<file path="src/rtl/addsub_rr_arbiter_if.sv">
// addsub_rr_arbiter_if: request/response bus between issuing units, addsub_rr_arbiter and the consumer
interface addsub_rr_arbiter_if #(parameter int WIDTH = 4);
  logic req0_valid, req0_ready, req0_op;
  logic [WIDTH-1:0] req0_a, req0_b;
  logic req1_valid, req1_ready, req1_op;
  logic [WIDTH-1:0] req1_a, req1_b;
  logic rsp_valid, rsp_ready, rsp_id;
  logic [WIDTH:0] rsp_result;
  modport master(
    output req0_valid, req0_op, req0_a, req0_b,
    output req1_valid, req1_op, req1_a, req1_b,
    output rsp_ready,
    input req0_ready, req1_ready, rsp_valid, rsp_id, rsp_result
  );
  modport slave(
    input req0_valid, req0_op, req0_a, req0_b,
    input req1_valid, req1_op, req1_a, req1_b,
    input rsp_ready,
    output req0_ready, req1_ready, rsp_valid, rsp_id, rsp_result
  );
endinterface

</file>
<file path="src/rtl/addsub_rr_arbiter.sv">
// addsub_rr_arbiter: round-robin shared add/sub with single-entry result register; ADDSUB_STATS_EN adds cnt0/cnt1
module addsub_rr_arbiter #(
  parameter int WIDTH = 4
`ifdef ADDSUB_STATS_EN
  , parameter int CNT_W = 8
`endif
) (
  input logic clk,
  input logic rst_n,
`ifdef ADDSUB_STATS_EN
  output logic [CNT_W-1:0] cnt0,
  output logic [CNT_W-1:0] cnt1,
`endif
  addsub_rr_arbiter_if.slave bus
);
  typedef enum logic {EMPTY, FULL} state_t;
  state_t state, state_n;
  logic last_grant, gnt, any, free, accept, op, c, rsp_id;
  logic [WIDTH-1:0] a, b, bx, s;
  logic [WIDTH:0] rsp_result;
  always_comb begin
    any = bus.req0_valid | bus.req1_valid;
    free = (state == EMPTY) | bus.rsp_ready;
    gnt = (bus.req0_valid & bus.req1_valid) ? ~last_grant : bus.req1_valid;
    accept = any & free & rst_n;
    state_n = accept ? FULL : (bus.rsp_ready ? EMPTY : state);
    op = gnt ? bus.req1_op : bus.req0_op;
    a = gnt ? bus.req1_a : bus.req0_a;
    b = gnt ? bus.req1_b : bus.req0_b;
    bx = b ^ {WIDTH{op}};
    c = op;
    s = '0;
    for (int i = 0; i < WIDTH; i++) begin
      s[i] = a[i] ^ bx[i] ^ c;
      c = (a[i] & bx[i]) | (c & (a[i] ^ bx[i]));
    end
  end
  assign bus.req0_ready = accept & ~gnt;
  assign bus.req1_ready = accept & gnt;
  assign bus.rsp_valid = state == FULL;
  assign bus.rsp_id = rsp_id;
  assign bus.rsp_result = rsp_result;
  always_ff @(posedge clk or negedge rst_n)
    if (!rst_n) begin
      state <= EMPTY;
      last_grant <= 1'b1;
      rsp_id <= 1'b0;
      rsp_result <= '0;
    end else begin
      state <= state_n;
      if (accept) begin
        last_grant <= gnt;
        rsp_id <= gnt;
        rsp_result <= {c & ~op, s};
      end
    end
`ifdef ADDSUB_STATS_EN
  always_ff @(posedge clk or negedge rst_n)
    if (!rst_n) begin
      cnt0 <= '0;
      cnt1 <= '0;
    end else begin
      if (accept & ~gnt & ~&cnt0) cnt0 <= cnt0 + 1'b1;
      if (accept & gnt & ~&cnt1) cnt1 <= cnt1 + 1'b1;
    end
`endif
endmodule

</file>
<file path="src/flat_wrapper.sv">
// flat-port wrapper written by rule: the top's interface ports become plain ports
module addsub_rr_arbiter_flat 
#(
  parameter int WIDTH = 4

)
  (clk, rst_n, bus_req0_valid, bus_req0_op, bus_req0_a, bus_req0_b, bus_req1_valid, bus_req1_op, bus_req1_a, bus_req1_b, bus_rsp_ready, bus_req0_ready, bus_req1_ready, bus_rsp_valid, bus_rsp_id, bus_rsp_result);
  addsub_rr_arbiter_if #(.WIDTH(WIDTH)) bus_i ();
  input logic clk;
  input logic rst_n;
  input wire logic [$bits(bus_i.req0_valid)-1:0] bus_req0_valid;
  input wire logic [$bits(bus_i.req0_op)-1:0] bus_req0_op;
  input wire logic [$bits(bus_i.req0_a)-1:0] bus_req0_a;
  input wire logic [$bits(bus_i.req0_b)-1:0] bus_req0_b;
  input wire logic [$bits(bus_i.req1_valid)-1:0] bus_req1_valid;
  input wire logic [$bits(bus_i.req1_op)-1:0] bus_req1_op;
  input wire logic [$bits(bus_i.req1_a)-1:0] bus_req1_a;
  input wire logic [$bits(bus_i.req1_b)-1:0] bus_req1_b;
  input wire logic [$bits(bus_i.rsp_ready)-1:0] bus_rsp_ready;
  output wire logic [$bits(bus_i.req0_ready)-1:0] bus_req0_ready;
  output wire logic [$bits(bus_i.req1_ready)-1:0] bus_req1_ready;
  output wire logic [$bits(bus_i.rsp_valid)-1:0] bus_rsp_valid;
  output wire logic [$bits(bus_i.rsp_id)-1:0] bus_rsp_id;
  output wire logic [$bits(bus_i.rsp_result)-1:0] bus_rsp_result;
  assign bus_i.req0_valid = bus_req0_valid;
  assign bus_i.req0_op = bus_req0_op;
  assign bus_i.req0_a = bus_req0_a;
  assign bus_i.req0_b = bus_req0_b;
  assign bus_i.req1_valid = bus_req1_valid;
  assign bus_i.req1_op = bus_req1_op;
  assign bus_i.req1_a = bus_req1_a;
  assign bus_i.req1_b = bus_req1_b;
  assign bus_i.rsp_ready = bus_rsp_ready;
  assign bus_req0_ready = bus_i.req0_ready;
  assign bus_req1_ready = bus_i.req1_ready;
  assign bus_rsp_valid = bus_i.rsp_valid;
  assign bus_rsp_id = bus_i.rsp_id;
  assign bus_rsp_result = bus_i.rsp_result;
  addsub_rr_arbiter #(.WIDTH(WIDTH)) u_core (.clk(clk), .rst_n(rst_n), .bus(bus_i));
endmodule
</file>
<file path="config.mk">
export PLATFORM = sky130hd
export DESIGN_NAME = addsub_rr_arbiter_flat
export DESIGN_NICKNAME = d
export VERILOG_FILES = /design/src/rtl/addsub_rr_arbiter_if.sv /design/src/rtl/addsub_rr_arbiter.sv /design/src/flat_wrapper.sv
export SDC_FILE = /design/constraint.sdc
export NUM_CORES = 1
export LEC_CHECK = 0
export BUFFER_PORTS_ARGS = -buffer_cell sky130_fd_sc_hd__buf_4
export CAP_MARGIN = 25
export CORE_MARGIN = 2
export CORE_UTILIZATION = 44
export DETAILED_ROUTE_END_ITERATION = 8
export GPL_TIMING_DRIVEN = 0
export HOLD_SLACK_MARGIN = 0.03
export PLACE_DENSITY = 0.77
export SYNTH_ARGS = -nofsm -noshare
export SYNTH_HDL_FRONTEND = slang
export SYNTH_SLANG_ARGS = --single-unit
</file>
<file path="constraint.sdc">
create_clock -name clk -period 3 [get_ports clk]
set_clock_uncertainty 0.05 [all_clocks]
set_input_delay 0.45 -clock clk [delete_from_list [all_inputs] [get_ports clk]]
set_output_delay 0.45 -clock clk [all_outputs]
set_load 0.005 [all_outputs]
</file>
==> Word-level counts from Yosys, hierarchy flattened <==
Cells that the tools add are included.
{ "classes": {"muxes": 6, "bitwise_logic": 33, "reduce_logical": 1} }
{ "op_table": {"columns": ["cell", "count"], "rows": [
  ["1-bit AND", 14],
  ["4-bit 2-to-1 mux", 2],
  ["1-bit XOR", 8],
  ["1-bit OR", 6],
  ["1-bit 2-to-1 mux", 4],
  ["1-bit inverter", 4],
  ["4-bit XOR", 1],
  ["2-bit nonzero test", 1]
]} }
{ "totals": {"ff_bits": 8, "word_cells": 44} }

==> Longest topological paths before layout <==
{ "logic_depth": {"depth_word": 14, "ltp_mapped": 9, "depth_no_buf": 8} }

==> Worst setup path after synthesis <==
No wires, ideal clock.
{ "synth_path": {"kind": "input to register", "from": "input bus_req1_valid", "to": "register u_core.rsp_result[3], in the netlist u_core.bus.rsp_result[3]", "arrival_time_ns": 2.470, "required_time_ns": 2.867, "setup_slack_ns": 0.397, "stages": 7, "path_buffers": 0, "path_cell_list": "a21boi_4 mux2_2 fa_1 fa_1 inv_1 fa_1 o21ai_0"} }
{ "synth_via": {"elab_chain_len": 12} }
{ "synth_rtl": {"columns": ["item", "line", "rtl"], "rows": [
  ["from (decl)", "flat_wrapper.sv:15", "input wire logic [$bits(bus_i.req1_valid)-1:0] bus_req1_valid;"],
  ["1-bit AND", "addsub_rr_arbiter.sv:24", "gnt = (bus.req0_valid & bus.req1_valid) ? ~last_grant : bus.req1_valid;"],
  ["1-bit 2-to-1 mux", "addsub_rr_arbiter.sv:24", null],
  ["4-bit 2-to-1 mux / 1-bit 2-to-1 mux (equally long branches)", "addsub_rr_arbiter.sv:29, addsub_rr_arbiter.sv:27", null],
  ["4-bit XOR", "addsub_rr_arbiter.sv:30", "bx = b ^ {WIDTH{op}};"],
  ["1-bit XOR", "addsub_rr_arbiter.sv:35", "c = (a[i] & bx[i]) | (c & (a[i] ^ bx[i]));"],
  ["1-bit AND", "addsub_rr_arbiter.sv:35", null],
  ["1-bit OR", "addsub_rr_arbiter.sv:35", null],
  ["1-bit AND", "addsub_rr_arbiter.sv:35", null],
  ["1-bit OR", "addsub_rr_arbiter.sv:35", null],
  ["1-bit AND", "addsub_rr_arbiter.sv:35", null],
  ["1-bit OR", "addsub_rr_arbiter.sv:35", null],
  ["1-bit XOR", "addsub_rr_arbiter.sv:34", "s[i] = a[i] ^ bx[i] ^ c;"],
  ["to (signal assigned)", "addsub_rr_arbiter.sv:54", "rsp_result <= {c & ~op, s};"],
  ["to (decl)", "addsub_rr_arbiter.sv:20", "logic [WIDTH:0] rsp_result;"]
]} }
Several ways; a longest one is shown, not always the timed one.
A chain may end at the register's enable or synchronous reset.

==> Final worst setup path <==
{ "layout_path": {"from": "register u_core.last_grant", "to": "register u_core.rsp_result[3], in the netlist u_core.bus.rsp_result[3]"} }
{ "layout_via": {"elab_chain_len": 12} }
{ "layout_rtl": {"columns": ["item", "line", "rtl"], "rows": [
  ["from (decl)", "addsub_rr_arbiter.sv:18", "logic last_grant, gnt, any, free, accept, op, c, rsp_id;"],
  ["from (signal assigned)", "addsub_rr_arbiter.sv:52", "last_grant <= gnt;"],
  ["1-bit inverter *", "addsub_rr_arbiter.sv:24", null],
  ["1-bit 2-to-1 mux *", "addsub_rr_arbiter.sv:24", null],
  ["4-bit 2-to-1 mux / 1-bit 2-to-1 mux (equally long branches)", "addsub_rr_arbiter.sv:29, addsub_rr_arbiter.sv:27", null],
  ["4-bit XOR", "addsub_rr_arbiter.sv:30", null],
  ["1-bit XOR", "addsub_rr_arbiter.sv:35", null],
  ["1-bit AND", "addsub_rr_arbiter.sv:35", null],
  ["1-bit OR", "addsub_rr_arbiter.sv:35", null],
  ["1-bit AND", "addsub_rr_arbiter.sv:35", null],
  ["1-bit OR", "addsub_rr_arbiter.sv:35", null],
  ["1-bit AND", "addsub_rr_arbiter.sv:35", null],
  ["1-bit OR", "addsub_rr_arbiter.sv:35", null],
  ["1-bit XOR *", "addsub_rr_arbiter.sv:34", null]
]} }
Every way passes the cells marked *; elsewhere a longest branch is shown, timed or not.

==> flow_summary.toml <==
[route]
first_pass_iters = 3
wl_per_cell_um = 11.71
ant_nets = 0
wirelength_um = 1230
initialDrtViolationCount = 4
vias_per_cell = 4.914
drc_errors = 0
dr_total_vias = 516

[sta]
finalHoldViolCount = 0
fin_crit_ns = 2.620
setup_viol = 0
finalSetupTns_ns = 0
timing.final.crit_share = 0.8733
rsz0062_at_grt = "no"
maxSlewViolCount = 0
max_freq_ghz = 0.3817
slew_headroom = 0.7686
worstMarginPinSlew_ns = 0.3435

[critical_path]
worstPathRequired_ns = 3.13
cpMostUsedCell = "fa_1"
cp.arrival_ns = 2.75
r2r.worst_path.cells = 7
max_stage_delay_ns = 0.43
r2r-end = "u_core.bus.rsp_result[3]$_DFFE_PN0P_"
r2r-start = "u_core.last_grant$_DFFE_PN1P_"
cp-end-kind = "register"
path_cells = "a21boi_4 -> mux2_2 -> fa_1 -> fa_1 -> inv_1 -> fa_1 -> o21ai_0"
cp_slowest_cell = "fa_1"
rrSetupSlack_ns = 0.38
cp-start-kind = "register"
crit_fanout = 8
path_class = "register to register"

[place]
gp_congestion = 0.6829
dp_cells = 100
hpwl_um = 1035
post_dp_cell_area_um2 = 890.9
numPortBuffers = 31

[yosys]
avgSynthCellArea_um2 = 11.84
ys_seq_area_frac = 0.3151
synth-edff-count = 0
synth_common_cells = "dfrtp_1 (7), o21ai_0 (6), xor2_1 (5), mux2_4 (4)"
synth_area_leader_cell = "dfrtp_1"
synth_top_family_by_area = "multiplexers"
yosys.area_share.adder = 0.09393
async_reset_ff_frac = 1.000
synth-simple-area-share = 0.09980
ys_warn_count = 0
ys.flop_type = "dfrtp_1"
synth_fp_nets = 80
synth_compound_area_frac = 0.1644
netlist_area_um2 = 639.4
synth_top_cells_by_area = "dfrtp_1 (27%), fa_1 (9.4%), mux2_4 (9.4%), xor2_1 (6.8%), mux2_2 (5.3%)"
ys_ff_latch = 8
yosysMostFrequentCell = "dfrtp_1"
synth_top_area_frac = 0.2740
synth.area.mux_share = 0.1937
ys_types = 26
post_synth_xor_area_fraction = 0.1096
synthCells = 54

[power]
cellLeakagePower_nw = 0.4400
powerDensity_nw_per_um2 = 483.4
ir_drop_uv = 183.4

[layout]
antenna_cells = 0
nets = 117
stdcell_count = 105
nFillCells = 112
multiInputGateArea_um2 = 422.9
drive_above_1_share = 0.5556
seqCellArea_um2 = 201.4
design_area_um2 = 927.1
area_growth_syn_to_layout_pct = 45.01

[clock_network]
clk_pin_slew_worst_paths_ns = 0.06
clock_latency_ns = 0.25
ctsResizeCount = 0
cts_setup_buffers = 0
cts_hold_buf = 1
cts_num_sinks = 8
htreeDepth = 1
clockRootBuffer = "clkbuf_4"
clockBufferDepth = 2
cts_tree = "done"
cts-buffers-inserted = 3

[grt]
grt-ovfl-total = 0
grt_max_degree = 11
grt_pass1_wl_um = 2035
grt_pass1_vias = 483
antenna_found_initial = 0
track_usage = 0.1487

[die]
ios = 32
dieArea_um2 = 1774
die_y_um = 42.12
die_w_um = 42.12
rows = 13
initial_core_util = 0.4794
core-area_um2 = 1334

[worst_hold_path]
hold_class = "register to register"
hold_start = "u_core.bus.rsp_result[2]$_DFFE_PN0P_"
min_to = "u_core.bus.rsp_result[2]$_DFFE_PN0P_"
whs_path_depth = 1

[run]
maxCapViolations = 0

[status]
outcome = "complete, no violations"
stage by stage:
step / total power, W / hold slack [ns] / worst slack, ns / utilization
6_report: 0.0004482 / 0.4650 / 0.3800 / 0.6951
5_1_grt: 0.0004839 / 0.4760 / 0.2096 / 0.6951
4_1_cts: 0.0004559 / 0.4641 / 0.3406 / 0.6951
3_5_place_dp: 0.0003656 / 0.2283 / 0.1167 / 0.6679
3_3_place_gp: 0.0003594 / 0.2260 / 0.1462 / 0.6679
2_1_floorplan: 0.0002706 / 0.1044 / 0.3973 / -
how the worst max path moves through the flow:
| stage | from | to | slack [ns] | depth (start not counted) |
|---|---|---|---|---|
| global route | u_core.last_grant$_DFFE_PN1P_ | u_core.bus.rsp_result[3]$_DFFE_PN0P_ | 0.21 | 7 |
| finish | u_core.last_grant$_DFFE_PN1P_ | u_core.bus.rsp_result[3]$_DFFE_PN0P_ | 0.38 | 7 |
| CTS | u_core.last_grant$_DFFE_PN1P_ | u_core.bus.rsp_result[3]$_DFFE_PN0P_ | 0.34 | 7 |
| detailed placement | bus_req0_valid | u_core.bus.rsp_result[3]$_DFFE_PN0P_ | 0.12 | 8 |
| floorplan | bus_req1_valid | u_core.bus.rsp_result[3]$_DFFE_PN0P_ | 0.40 | 7 |
| global placement | bus_req0_valid | u_core.bus.rsp_result[3]$_DFFE_PN0P_ | 0.15 | 8 |
final cells by class:
| class | count | share of cell area |
|---|---|---|
| multi-input combinational | 44 | 0.4561 |
| inverter | 1 | 0.004049 |
| sequential | 8 | 0.2173 |
| timing repair buffer | 32 | 0.2618 |
| clock buffer | 4 | 0.02834 |
| tap | 15 | 0.02024 |
| buffer | 1 | 0.01215 |
cells in the final DEF, fill, tap and decap left out, types with 2 or more instances in the layout:
master	Yosys	routed
mux2_2	3	3
mux2_4	4	4
nand2_1	2	2
xnor2_1	3	3
dfrtp_1	7	7
buf_4	0	31
mux2i_1	3	3
nor2_1	2	2
xor2_1	5	5
fa_1	3	3
o21ai_0	6	6
clkbuf_4	0	3
kinds of logic after synthesis:
group           after synthesis
compound gates               13
mux                          10
simple gates                 10
xor+xnor                      8
flops                         8
fa+ha+maj                     3
buf+inv                       2
power by group:
group,internal (W),leakage (nW),switching (W)
registers,0.000142,0.0953,0.0000184
clock network,0.0000510,0.0150,0.0000379
logic,0.000124,0.330,0.0000748
worst max-delay path, delay by kind of cell, from the launching register on:
| kind | cells | cell delay [ns] |
|---|---|---|
| AO/OA/AOI/OAI | 2 | 0.43 |
| adder cells (fa/ha/maj) | 3 | 1.21 |
| buffers and inverters | 1 | 0.08 |
| flip-flops | 1 | 0.38 |
| multiplexers | 1 | 0.39 |
metal layers:
metal / vias to the layer above / global-route usage / wire [µm]
li1: 259 / - / -
met5: - / 0 / 0
met4: 0 / 0.07500 / 9
met1: 230 / 0.1658 / 504
met3: 2 / 0.03017 / 106
met2: 25 / 0.2656 / 610
sequential cells by signal (all words and copies together), names as in the netlist:
signal and cells:
u_core.bus.rsp_valid 1, u_core.bus.rsp_result 5, u_core.last_grant 1, u_core.bus.rsp_id 1
No activity file was read; power rests on OpenSTA's default activity.
